**src/rtl/relm_ps2_rx_pkg.sv**
```systemverilog
// Shared constants and types for the PS/2 receive block.
// Latency: n/a (definitions only).
// Backpressure: n/a (definitions only).
package relm_ps2_rx_pkg;

   localparam int RELM_WD      = 32;  // default CPU word width; retry/strobe bit sits at bit WD
   localparam int FRAME_LEN    = 11;  // start + 8 data + parity + stop
   localparam int SHIFT_LEN    = FRAME_LEN - 1;  // bits captured after the start bit
   localparam int FILT_LEN     = 8;   // samples that must agree before the filtered level flips

   // pop_q field positions (retry lives at bit WD, which follows the WD parameter)
   localparam int POP_RETRY_BIT = RELM_WD;
   localparam int POP_ERR_BIT   = 9;
   localparam int POP_OVF_BIT   = 8;

   typedef enum logic {
      ST_IDLE  = 1'b0,
      ST_SHIFT = 1'b1
   } rx_state_e;

   // Captured frame is {stop, parity, data[7:0]}; good frames have stop=1 and odd parity.
   function automatic logic frame_ok(input logic [SHIFT_LEN-1:0] f);
      return f[SHIFT_LEN-1] && (^f[SHIFT_LEN-2:0]);
   endfunction

endpackage

```
**src/rtl/relm_ps2_filter.sv**
```systemverilog
// Pin conditioner: 2-flop synchronizer, 8-sample agreement filter, falling-edge pulse.
// Latency: 2 sync + 8 filter + 1 level flop; fall_out is high the cycle after the level drops.
// Backpressure: none; free-running.
// Ports: clk / rst_n_in (sync, active-low), pin_in (async raw pin),
//        lvl_out (filtered level), fall_out (one-cycle pulse after filtered 1->0).
module relm_ps2_filter
   import relm_ps2_rx_pkg::*;
(
   input  logic clk,
   input  logic rst_n_in,
   input  logic pin_in,
   output logic lvl_out,
   output logic fall_out
);

   logic                sync1_q, sync1_d;
   logic                sync2_q, sync2_d;
   logic [FILT_LEN-1:0] filt_q,  filt_d;
   logic                lvl_q,   lvl_d;
   logic                lvl_dly_q, lvl_dly_d;

   always_comb begin
      sync1_d   = pin_in;
      sync2_d   = sync1_q;
      filt_d    = {filt_q[FILT_LEN-2:0], sync2_q};
      lvl_dly_d = lvl_q;
      lvl_d     = lvl_q;
      // Hysteresis: only a full window of the opposite value moves the level.
      if (filt_q == '0) begin
         lvl_d = 1'b0;
      end else if (&filt_q) begin
         lvl_d = 1'b1;
      end
   end

   always_ff @(posedge clk) begin
      if (!rst_n_in) begin
         sync1_q   <= 1'b1;
         sync2_q   <= 1'b1;
         filt_q    <= '1;
         lvl_q     <= 1'b1;
         lvl_dly_q <= 1'b1;
      end else begin
         sync1_q   <= sync1_d;
         sync2_q   <= sync2_d;
         filt_q    <= filt_d;
         lvl_q     <= lvl_d;
         lvl_dly_q <= lvl_dly_d;
      end
   end

   assign lvl_out  = lvl_q;
   assign fall_out = lvl_dly_q & ~lvl_q;

endmodule

```
**src/rtl/relm_ps2_rx.sv**
```systemverilog
// PS/2 device-to-host receiver with a byte FIFO read through a CPU pop port.
// Latency: byte pushed the cycle after the stop-bit fall pulse, visible on pop_q one cycle later.
// Backpressure: none toward the PS/2 bus; a full FIFO drops new bytes and raises the overflow sticky.
// Ports: clk / rst_n_in (sync, active-low), ps2_clk_in / ps2_dat_in (async raw pins),
//        pop_d[WD] pop strobe (other bits ignored),
//        pop_q {retry@WD, err@9, ovf@8, head byte@7:0}, combinational.
module relm_ps2_rx
   import relm_ps2_rx_pkg::*;
#(
   parameter int WD      = RELM_WD,
   parameter int WFIFO   = 4,
   parameter int TIMEOUT = 100000
) (
   input  logic        clk,
   input  logic        rst_n_in,
   input  logic        ps2_clk_in,
   input  logic        ps2_dat_in,
   input  logic [WD:0] pop_d,
   output logic [WD:0] pop_q
);

   localparam int DEPTH = 2 ** WFIFO;
   localparam int TW    = (TIMEOUT > 2) ? $clog2(TIMEOUT) : 1;
   localparam logic [TW-1:0] TMO_LAST = TW'(TIMEOUT - 1);
   localparam logic [3:0]    CNT_LAST = 4'(SHIFT_LEN - 1);

   // ---------------- pin conditioning ----------------
   logic unused_clk_lvl;
   logic clk_fall;
   logic dat_lvl;
   logic unused_dat_fall;
   logic unused_pop_bits;

   assign unused_pop_bits = ^pop_d[WD-1:0];

   relm_ps2_filter u_clk_filt (
      .clk      (clk),
      .rst_n_in (rst_n_in),
      .pin_in   (ps2_clk_in),
      .lvl_out  (unused_clk_lvl),
      .fall_out (clk_fall)
   );

   relm_ps2_filter u_dat_filt (
      .clk      (clk),
      .rst_n_in (rst_n_in),
      .pin_in   (ps2_dat_in),
      .lvl_out  (dat_lvl),
      .fall_out (unused_dat_fall)
   );

   // ---------------- frame FSM ----------------
   rx_state_e            state_q, state_d;
   logic [3:0]           cnt_q,   cnt_d;
   logic [TW-1:0]        tmo_q,   tmo_d;
   logic [SHIFT_LEN-1:0] shreg_q, shreg_d;
   logic                 push_q,  push_d;
   logic [7:0]           push_byte_q, push_byte_d;
   logic                 err_set;

   always_comb begin
      state_d     = state_q;
      cnt_d       = cnt_q;
      tmo_d       = tmo_q;
      shreg_d     = shreg_q;
      push_d      = 1'b0;
      push_byte_d = push_byte_q;
      err_set     = 1'b0;
      case (state_q)
         ST_IDLE: begin
            if (clk_fall) begin
               if (!dat_lvl) begin
                  state_d = ST_SHIFT;
                  cnt_d   = '0;
                  tmo_d   = '0;
               end else begin
                  // A clock fall with data high cannot be a start bit.
                  err_set = 1'b1;
               end
            end
         end
         ST_SHIFT: begin
            if (clk_fall) begin
               shreg_d = {dat_lvl, shreg_q[SHIFT_LEN-1:1]};
               cnt_d   = cnt_q + 4'd1;
               tmo_d   = '0;
               if (cnt_q == CNT_LAST) begin
                  state_d = ST_IDLE;
                  cnt_d   = '0;
                  if (frame_ok(shreg_d)) begin
                     push_d      = 1'b1;
                     push_byte_d = shreg_d[7:0];
                  end else begin
                     err_set = 1'b1;
                  end
               end
            end else if (tmo_q == TMO_LAST) begin
               // Device stalled mid-frame: abandon it.
               state_d = ST_IDLE;
               cnt_d   = '0;
               tmo_d   = '0;
               err_set = 1'b1;
            end else begin
               tmo_d = tmo_q + TW'(1);
            end
         end
         default: state_d = ST_IDLE;
      endcase
   end

   // ---------------- FIFO and stickies ----------------
   logic [7:0]       mem_q [DEPTH];
   logic [7:0]       mem_d [DEPTH];
   logic [WFIFO-1:0] wr_ptr_q, wr_ptr_d;
   logic [WFIFO-1:0] rd_ptr_q, rd_ptr_d;
   logic [WFIFO:0]   count_q,  count_d;
   logic             err_q,    err_d;
   logic             ovf_q,    ovf_d;
   logic             pop_vld, fifo_full, push_ok, ovf_set;

   always_comb begin
      pop_vld   = pop_d[WD] && (count_q != '0);
      fifo_full = (count_q == (WFIFO+1)'(DEPTH));
      // A same-cycle pop frees the slot, so a full FIFO can still accept.
      push_ok   = push_q && (!fifo_full || pop_vld);
      ovf_set   = push_q && fifo_full && !pop_vld;

      mem_d = mem_q;
      if (push_ok) begin
         mem_d[wr_ptr_q] = push_byte_q;
      end
      wr_ptr_d = wr_ptr_q + WFIFO'(push_ok);
      rd_ptr_d = rd_ptr_q + WFIFO'(pop_vld);

      count_d = count_q;
      case ({push_ok, pop_vld})
         2'b10:   count_d = count_q + 1'b1;
         2'b01:   count_d = count_q - 1'b1;
         default: count_d = count_q;
      endcase

      // Set wins over the pop-clear in the same cycle.
      err_d = err_set | (err_q & ~pop_vld);
      ovf_d = ovf_set | (ovf_q & ~pop_vld);
   end

   always_comb begin
      pop_q                = '0;
      pop_q[WD]            = (count_q == '0);
      pop_q[POP_ERR_BIT]   = err_q;
      pop_q[POP_OVF_BIT]   = ovf_q;
      // Storage is not reset, so hide stale contents while empty.
      pop_q[7:0]           = (count_q != '0) ? mem_q[rd_ptr_q] : 8'h00;
   end

   // ---------------- state registers ----------------
   always_ff @(posedge clk) begin
      if (!rst_n_in) begin
         state_q     <= ST_IDLE;
         cnt_q       <= '0;
         tmo_q       <= '0;
         shreg_q     <= '0;
         push_q      <= 1'b0;
         push_byte_q <= '0;
         wr_ptr_q    <= '0;
         rd_ptr_q    <= '0;
         count_q     <= '0;
         err_q       <= 1'b0;
         ovf_q       <= 1'b0;
      end else begin
         state_q     <= state_d;
         cnt_q       <= cnt_d;
         tmo_q       <= tmo_d;
         shreg_q     <= shreg_d;
         push_q      <= push_d;
         push_byte_q <= push_byte_d;
         wr_ptr_q    <= wr_ptr_d;
         rd_ptr_q    <= rd_ptr_d;
         count_q     <= count_d;
         err_q       <= err_d;
         ovf_q       <= ovf_d;
      end
   end

   always_ff @(posedge clk) begin
      mem_q <= mem_d;
   end

endmodule

```
**config.mk**
```make
export PLATFORM = sky130hd
export DESIGN_NAME = relm_ps2_rx
export DESIGN_NICKNAME = d
export VERILOG_FILES = /design/src/rtl/relm_ps2_rx_pkg.sv /design/src/rtl/relm_ps2_filter.sv /design/src/rtl/relm_ps2_rx.sv
export SDC_FILE = /design/constraint.sdc
export NUM_CORES = 1
export LEC_CHECK = 0
export CELL_PAD_IN_SITES_DETAIL_PLACEMENT = 1
export CELL_PAD_IN_SITES_GLOBAL_PLACEMENT = 2
export CORE_MARGIN = 2
export CORE_UTILIZATION = 37
export DETAILED_ROUTE_END_ITERATION = 7
export GPL_ROUTABILITY_DRIVEN = 1
export HOLD_SLACK_MARGIN = 0.06
export PLACE_DENSITY = 0.75
export SETUP_SLACK_MARGIN = 0.5
export SLEW_MARGIN = 20
export SYNTH_ARGS = -nofsm -noshare
export SYNTH_HDL_FRONTEND = slang
export SYNTH_HIERARCHICAL = 1
export SYNTH_SLANG_ARGS = --single-unit
```
**constraint.sdc**
```tcl
create_clock -name clk -period 2.5 [get_ports clk]
set_clock_uncertainty 0.1 [all_clocks]
set_input_delay 0.5 -clock clk [delete_from_list [all_inputs] [get_ports clk]]
set_output_delay 0.5 -clock clk [all_outputs]
set_load 0.01 [all_outputs]
```
==> impl_summary.log, run 1 <==
INFO  metric outcome = finished, violations left
INFO  metric violated_checks = negative setup slack
INFO  metric detail_route.first_pass.iterations = 4
INFO  metric clk_pin_slew = 60 ps
INFO  metric top_level_ports = 70
INFO  metric worst-r2r-setup-slack = -60 ps
INFO  metric vias = 5,173
INFO  metric drive_gt1_share = 37.60%
INFO  metric area.growth.synth_to_final = 31.72%
INFO  metric worstSetupPathType = reg2out
INFO  metric slew_viol_final = 0
INFO  metric grt_setup_unrepaired = yes
INFO  metric worst_slack = -605.2 ps
INFO  metric synthesis.yosys.warnings = 6
INFO  metric cellPowerDensity = 831.4 nW/um^2
INFO  metric cts_sink_cnt = 206
INFO  metric die_y = 154.8 um
INFO  metric setup_violations = 10
INFO  metric least_margin_pin_slew = about 650 ps
INFO  metric worst_r2r_path_depth = 11
INFO  metric fp.coreArea = 22,500 um^2
INFO  metric cp.required = between 1500 and 2000 ps
INFO  metric slew_headroom = 56.39%
INFO  metric total_power = 9214 uW
INFO  metric maxCapViolCount = 0
INFO  metric clock_latency = 510 ps
INFO  metric largest_net_degree_at_the_start_of_global_routing = 38
INFO  metric grt_antenna_before_repair = 0
INFO  metric syn_avg_cell_area = 14.14 um^2
INFO  metric clock_path_buffers = 3
INFO  metric totalNegativeSetupSlack = -4405 ps
INFO  metric finalWorstPathRequiredPeriod = between 3000 and 4000 ps
INFO  metric first_global_vias = 5,499
INFO  metric cts.hold.buffers_added = 0
INFO  metric place_hpwl = 12,550 um
INFO  metric start_util = 37.39%
INFO  metric place_area = 9399 um^2
INFO  metric htree_num_levels = 1
INFO  metric clock_share_of_power = approximately a third
INFO  metric layout.cell_area.non_filler = around 11,000 um^2
INFO  metric hold_path_startpoint = u_clk_filt/sync1_q
INFO  metric rr_startpoint = count_q[0]
INFO  metric cts_tree = built
INFO  metric cp-start-kind = register
INFO  metric worstHoldPathType = reg2reg
INFO  metric drtIter0Drc = 286
INFO  metric routed_wl = 20,230 um
INFO  metric chipWidth = between 150 and 200 um
INFO  metric swShare = between 20 and 30%
INFO  metric finalCritPeriodShare = 124.2%
INFO  metric setup.worst_path.end_class = primary output
INFO  metric fmaxAchievable = 0.3220 GHz
INFO  metric reg2reg_to = count_q[4]
INFO  metric pwr-share-seq = between 30% and 40%
INFO  metric p_leak = 0.004019 uW
INFO  metric worst_ep_arrival_time = 2510 ps
INFO  metric sequential_cell_area = 5425 um^2
INFO  metric p_switching = 2386 uW
INFO  metric fp-row-count = 55
INFO  metric grt_first_pass_wirelength = 31,420 um
INFO  metric hold_path_end = u_clk_filt/sync2_q
INFO  metric floorplan.die_area = around 24,000 um^2
INFO  metric cts-root-buf = clkbuf_16
INFO  metric drc_errors = 0
INFO  metric multiInputGateArea = around 3400 um^2
INFO  metric power_report.internal_total = 6828 uW
INFO  metric numCtsBuffers = 23
INFO  metric final-hold-violation-count = 0
INFO  metric syn-instance-count = 595
INFO  metric final_antenna_net_count = 0
INFO  metric comb_power_share = 24.8%
INFO  metric place_congestion = 0.7283
INFO  metric synth.cell_area = 8413 um^2
INFO  metric grtUsageTotal = approximately 17%
INFO  metric placement.setup.worst_slack = -356.8 ps
INFO  metric antenna-diode-count = 0
INFO  metric detail_route.vias_per_cell = 5.158
INFO  metric critical_path.max_fanout = 6
INFO  metric ir_worst_vdd = between 0.0005 and 0.0006 V
INFO  metric whs_path_depth = 1
INFO  metric n_fill_cell = approximately 2,200
INFO  metric port_buffers = 15
INFO  metric wire_per_inst = just over 20 um
INFO  metric finalNetCount = around 750
INFO  metric grt.overflow.total = 0
## how the worst max path moves through the flow
stage	from	to	slack [ps]	depth (start not counted)
after floorplan	count_q[0]	count_q[4]	200	9
after global placement	rd_ptr_q[0]	pop_q[2]	-330	5
after detailed placement	pop_d[32]	mem_q[12]	-360	5
after CTS	rd_ptr_q[0]	pop_q[4]	-600	7
after global routing	rd_ptr_q[0]	pop_q[5]	-650	7
final	rd_ptr_q[0]	pop_q[5]	-610	7
## repair_timing
action                                 4_1_cts  5_1_grt
setup buffers                               23       13
setup endpoints to repair                  182      174
gates cloned                                 4        0
resized for setup                          137       40
endpoints found under the hold margin        0        0
pin swaps                                   19       30
## cell type report
class / count / area share, %
Sequential cell: 206 / 48.96
Multi-Input combinational cell: 354 / 30.24
Timing Repair Buffer: 108 / 10.70
Clock buffer: 29 / 5.487
Tap cell: 285 / 3.218
Clock inverter: 13 / 1.084
Inverter: 8 / 0.3161
## power by group through the flow
stage                     registers (uW)  clock network (uW)  logic (uW)
after floorplan                     3740                   0         995
final                               3670                3260        2290
after global placement              3730                   0        1320
after detailed placement            3740                   0        1380
after CTS                           3670                3330        2080
after global routing                3670                3460        2430
## stage by stage
step | cells | util [%] | hold slack, ps
finish | 1003 | 49.25 | 305.6
global route | 1003 | 49.25 | 326.6
CTS | 990 | 47.97 | 310.4
detailed placement | 921 | 41.77 | 297.2
global placement | 921 | 41.77 | 290.9
floorplan | 616 | - | 286.3
## critical path, cell delays in order (launching register included)
cell and delay (ps):
dfxtp_4 380, buf_6 110, buf_12 120, buf_6 110, mux4_2 560, mux4_2 480, nor2b_4 140, buf_6 110
## routing by layer
layer	GRT usage (%)	part of all wire (%)	vias up
met2	30.04	52	98
li1	-	-	2374
met4	5.026	2.1	0
met3	2.157	4.7	29
met5	0	0	-
met1	21.70	41	2672
## cells in the final DEF (no fill, tap or decap), types with 10 or more instances in the layout
cell and instances:
a21oi_1 18, buf_12 10, buf_4 41, buf_6 46
clkbuf_16 23, conb_1 22, dfxtp_1 68, edfxtp_1 128
mux2i_1 12, mux4_2 40, nand2_1 53, nand2b_1 26
nor2_1 29, nor2_4 15, xor2_1 15
## registers in the layout, summed over array words and instances (netlist names), 4 cells and up
signal             cells
push_byte_q            8
cnt_q                  4
u_dat_filt/filt_q      8
wr_ptr_q               4
shreg_q                9
mem_q                128
tmo_q                 17
u_clk_filt/filt_q      8
rd_ptr_q               4
count_q                5
(Power assumes the default switching activity.)
==> inputs of run 2 (changes only) <==
CORE_MARGIN = 4   (was 2)
==> run 2 against run 1 <==
Net effect:
- the flow still finishes with violations (negative setup slack)
- setup slack improved by 71 ps
- critical path type unchanged
- utilization rose by 0.36 points
- clock power increased by 4%
- non-clock buffer count decreased by 14
- first-iteration DRC count decreased by 11%
- largest power group unchanged
- critical endpoint is now pop_q[1]
- global-route usage decreased by 1.9 points
- cell area is 1.1% lower
==> impl_summary.log, run 2 (synthesis results as in run 1) <==
INFO  metric place_hpwl = roughly 12,000 um
INFO  metric final-hold-violation-count = 0
INFO  metric clk_pin_slew = approximately 60 ps
INFO  metric grtUsageTotal = between 10 and 15%
INFO  metric cts.hold.buffers_added = 0
INFO  metric drtIter0Drc = 255
INFO  metric wire_per_inst = 19.50 um
INFO  metric layout_common_cells = 128 x edfxtp_1, 68 x dfxtp_1, 53 x nand2_1, 40 x mux4_2, 38 x buf_6
INFO  metric detail_route.first_pass.iterations = 5
INFO  metric post-place-cells = 908
INFO  metric wire_length_on_met1 = just over 8000 um
INFO  metric detail_route.vias_per_cell = 5.031
INFO  metric worstHoldPathType = reg2reg
INFO  metric vias = 4,940
INFO  metric fmaxAchievable = between 0.3 and 0.4 GHz
INFO  metric register_ranked_first_by_flip_flop_count = mem_q
INFO  metric port_buffers = 15
INFO  metric dr.max_layer_used = met4
INFO  metric final_cells = 982
INFO  metric finalWorstPathRequiredPeriod = 3035 ps
INFO  metric start_util = 38.08%
INFO  metric worstSetupPathType = reg2out
INFO  metric cellPowerDensity = roughly 840 nW/um^2
INFO  metric grt_setup_unrepaired = yes
INFO  metric largest_register_ff_count = between 100 and 150
INFO  metric ir_worst_vdd = 0.0003712 V
INFO  metric first_global_vias = 5,491
INFO  metric slew_headroom = between 50% and 60%
INFO  metric floorplan.die_area = roughly 25,000 um^2
INFO  metric cts_tree = built
INFO  metric detailroute.wirelength.met3 = 542 um
INFO  metric largest_net_degree_at_the_start_of_global_routing = 46
INFO  metric finalNetCount = roughly 730
INFO  metric least_margin_pin_slew = roughly 700 ps
INFO  metric fp.coreArea = 22,090 um^2
INFO  metric finalCritPeriodShare = 121.4%
INFO  metric final_antenna_net_count = 0
INFO  metric cp.required = roughly 1900 ps
INFO  metric clock_latency = 490 ps
INFO  metric area.growth.synth_to_final = 30.27%
INFO  metric drc_errors = 0
INFO  metric worst_ep_arrival_time = 2430 ps
INFO  metric cts-root-buf = clkbuf_16
INFO  metric numCtsBuffers = 23
INFO  metric clock_path_buffers = 3
INFO  metric top_level_ports = 70
INFO  metric worst_slack = -534.6 ps
INFO  metric drive_gt1_share = 36.32%
INFO  metric p_leak = just under 0.004 uW
INFO  metric place_area = ~9400 um^2
INFO  metric routed_wl = between 15,000 and 20,000 um
INFO  metric setup.worst_path.end_class = primary output
INFO  metric outcome = finished, violations left
INFO  metric layout.cells.most_common = edfxtp_1
INFO  metric reg_top3 = mem_q: 128 flops, tmo_q: 17 flops, shreg_q: 9 flops
INFO  metric cp-start-kind = register
INFO  metric chipWidth = 158.8 um
INFO  metric cts_sink_cnt = 206
INFO  metric worst-r2r-setup-slack = 0 ps
INFO  metric fp-row-count = 54
INFO  metric worst_r2r_path_depth = 10
INFO  metric violated_checks = negative setup slack
INFO  metric die_y = ~160 um
INFO  metric maxCapViolCount = 0
INFO  metric whs_path_depth = 1
INFO  metric placement.setup.worst_slack = -344.6 ps
INFO  metric sequential_cell_area = between 5000 and 6000 um^2
INFO  metric critical_path.max_fanout = 7
INFO  metric grt_first_pass_wirelength = 30,550 um
INFO  metric setup_violations = 8
INFO  metric multiInputGateArea = 3316 um^2
INFO  metric layout.cell_area.non_filler = 10,960 um^2
INFO  metric routed-wl-met2 = 10,150 um
INFO  metric place_congestion = 0.7872
INFO  metric grt_antenna_before_repair = 0
INFO  metric slew_viol_final = 0
INFO  metric grt.overflow.total = 0
INFO  metric totalNegativeSetupSlack = -4040 ps
INFO  metric final.hold.worst_slack = ~320 ps
INFO  metric n_fill_cell = 2,140
INFO  metric htree_num_levels = 1
INFO  metric antenna-diode-count = 0
-- run 2: cell types whose count changed in the layout (fill, tap and decap cells not counted), sizes merged --
cell | previous run | this run
clkinvlp | 2 | 0
bufinv | 2 | 3
buf | 102 | 89
inv | 9 | 8
clkdlybuf4s50 | 4 | 3
clkinv | 8 | 4
clkbuf | 29 | 33
-- run 2: area by class of cell --
class	count	area share, %
clock buffer	33	5.937
multi-input combinational	354	30.25
sequential	206	49.50
clock inverter	7	0.9933
timing repair buffer	94	9.796
inverter	8	0.3197
tap	280	3.197
-- run 2: through the flow --
| step | total power (uW) | utilization [%] |
|---|---|---|
| detailed placement | 5094 | 42.33 |
| CTS | 9103 | 48.36 |
| floorplan | 4736 | - |
| global route | 9655 | 49.60 |
| global placement | 5062 | 42.33 |
| finish | 9251 | 49.60 |
-- run 2: path summary, 6_finish.rpt --
kind	startpoint	endpoint
max	rd_ptr_q[0]	pop_q[1]
min	u_dat_filt/sync1_q	u_dat_filt/sync2_q
max reg2reg	count_q[0]	count_q[4]
min reg2reg	u_dat_filt/sync1_q	u_dat_filt/sync2_q
-- run 2: timing repair --
action | CTS | global route
buffers inserted | 19 | 13
pin swaps | 7 | 41
cloned | 2 | 0
setup endpoints to repair | 183 | 174
resized for setup | 127 | 43
-- run 2: worst max-delay path, stage by stage, from the launching register on --
cell     delay [ps]
dfxtp_4         420
buf_12          120
buf_12          130
mux4_2          530
mux4_2          490
nor2b_4         140
buf_6           110
-- run 2: where the power goes --
part / internal, uW / switching, uW / total (uW)
logic: 1240 / 936 / 2170
clock network: 2110 / 1280 / 3390
registers: 3620 / 64.8 / 3690
-- run 2: per-layer routing --
metal,track usage (%),vias to the layer above
li1,-,2339
met3,2.177,22
met1,19.08,2510
met2,27.09,69
met5,0,-
met4,3.550,0
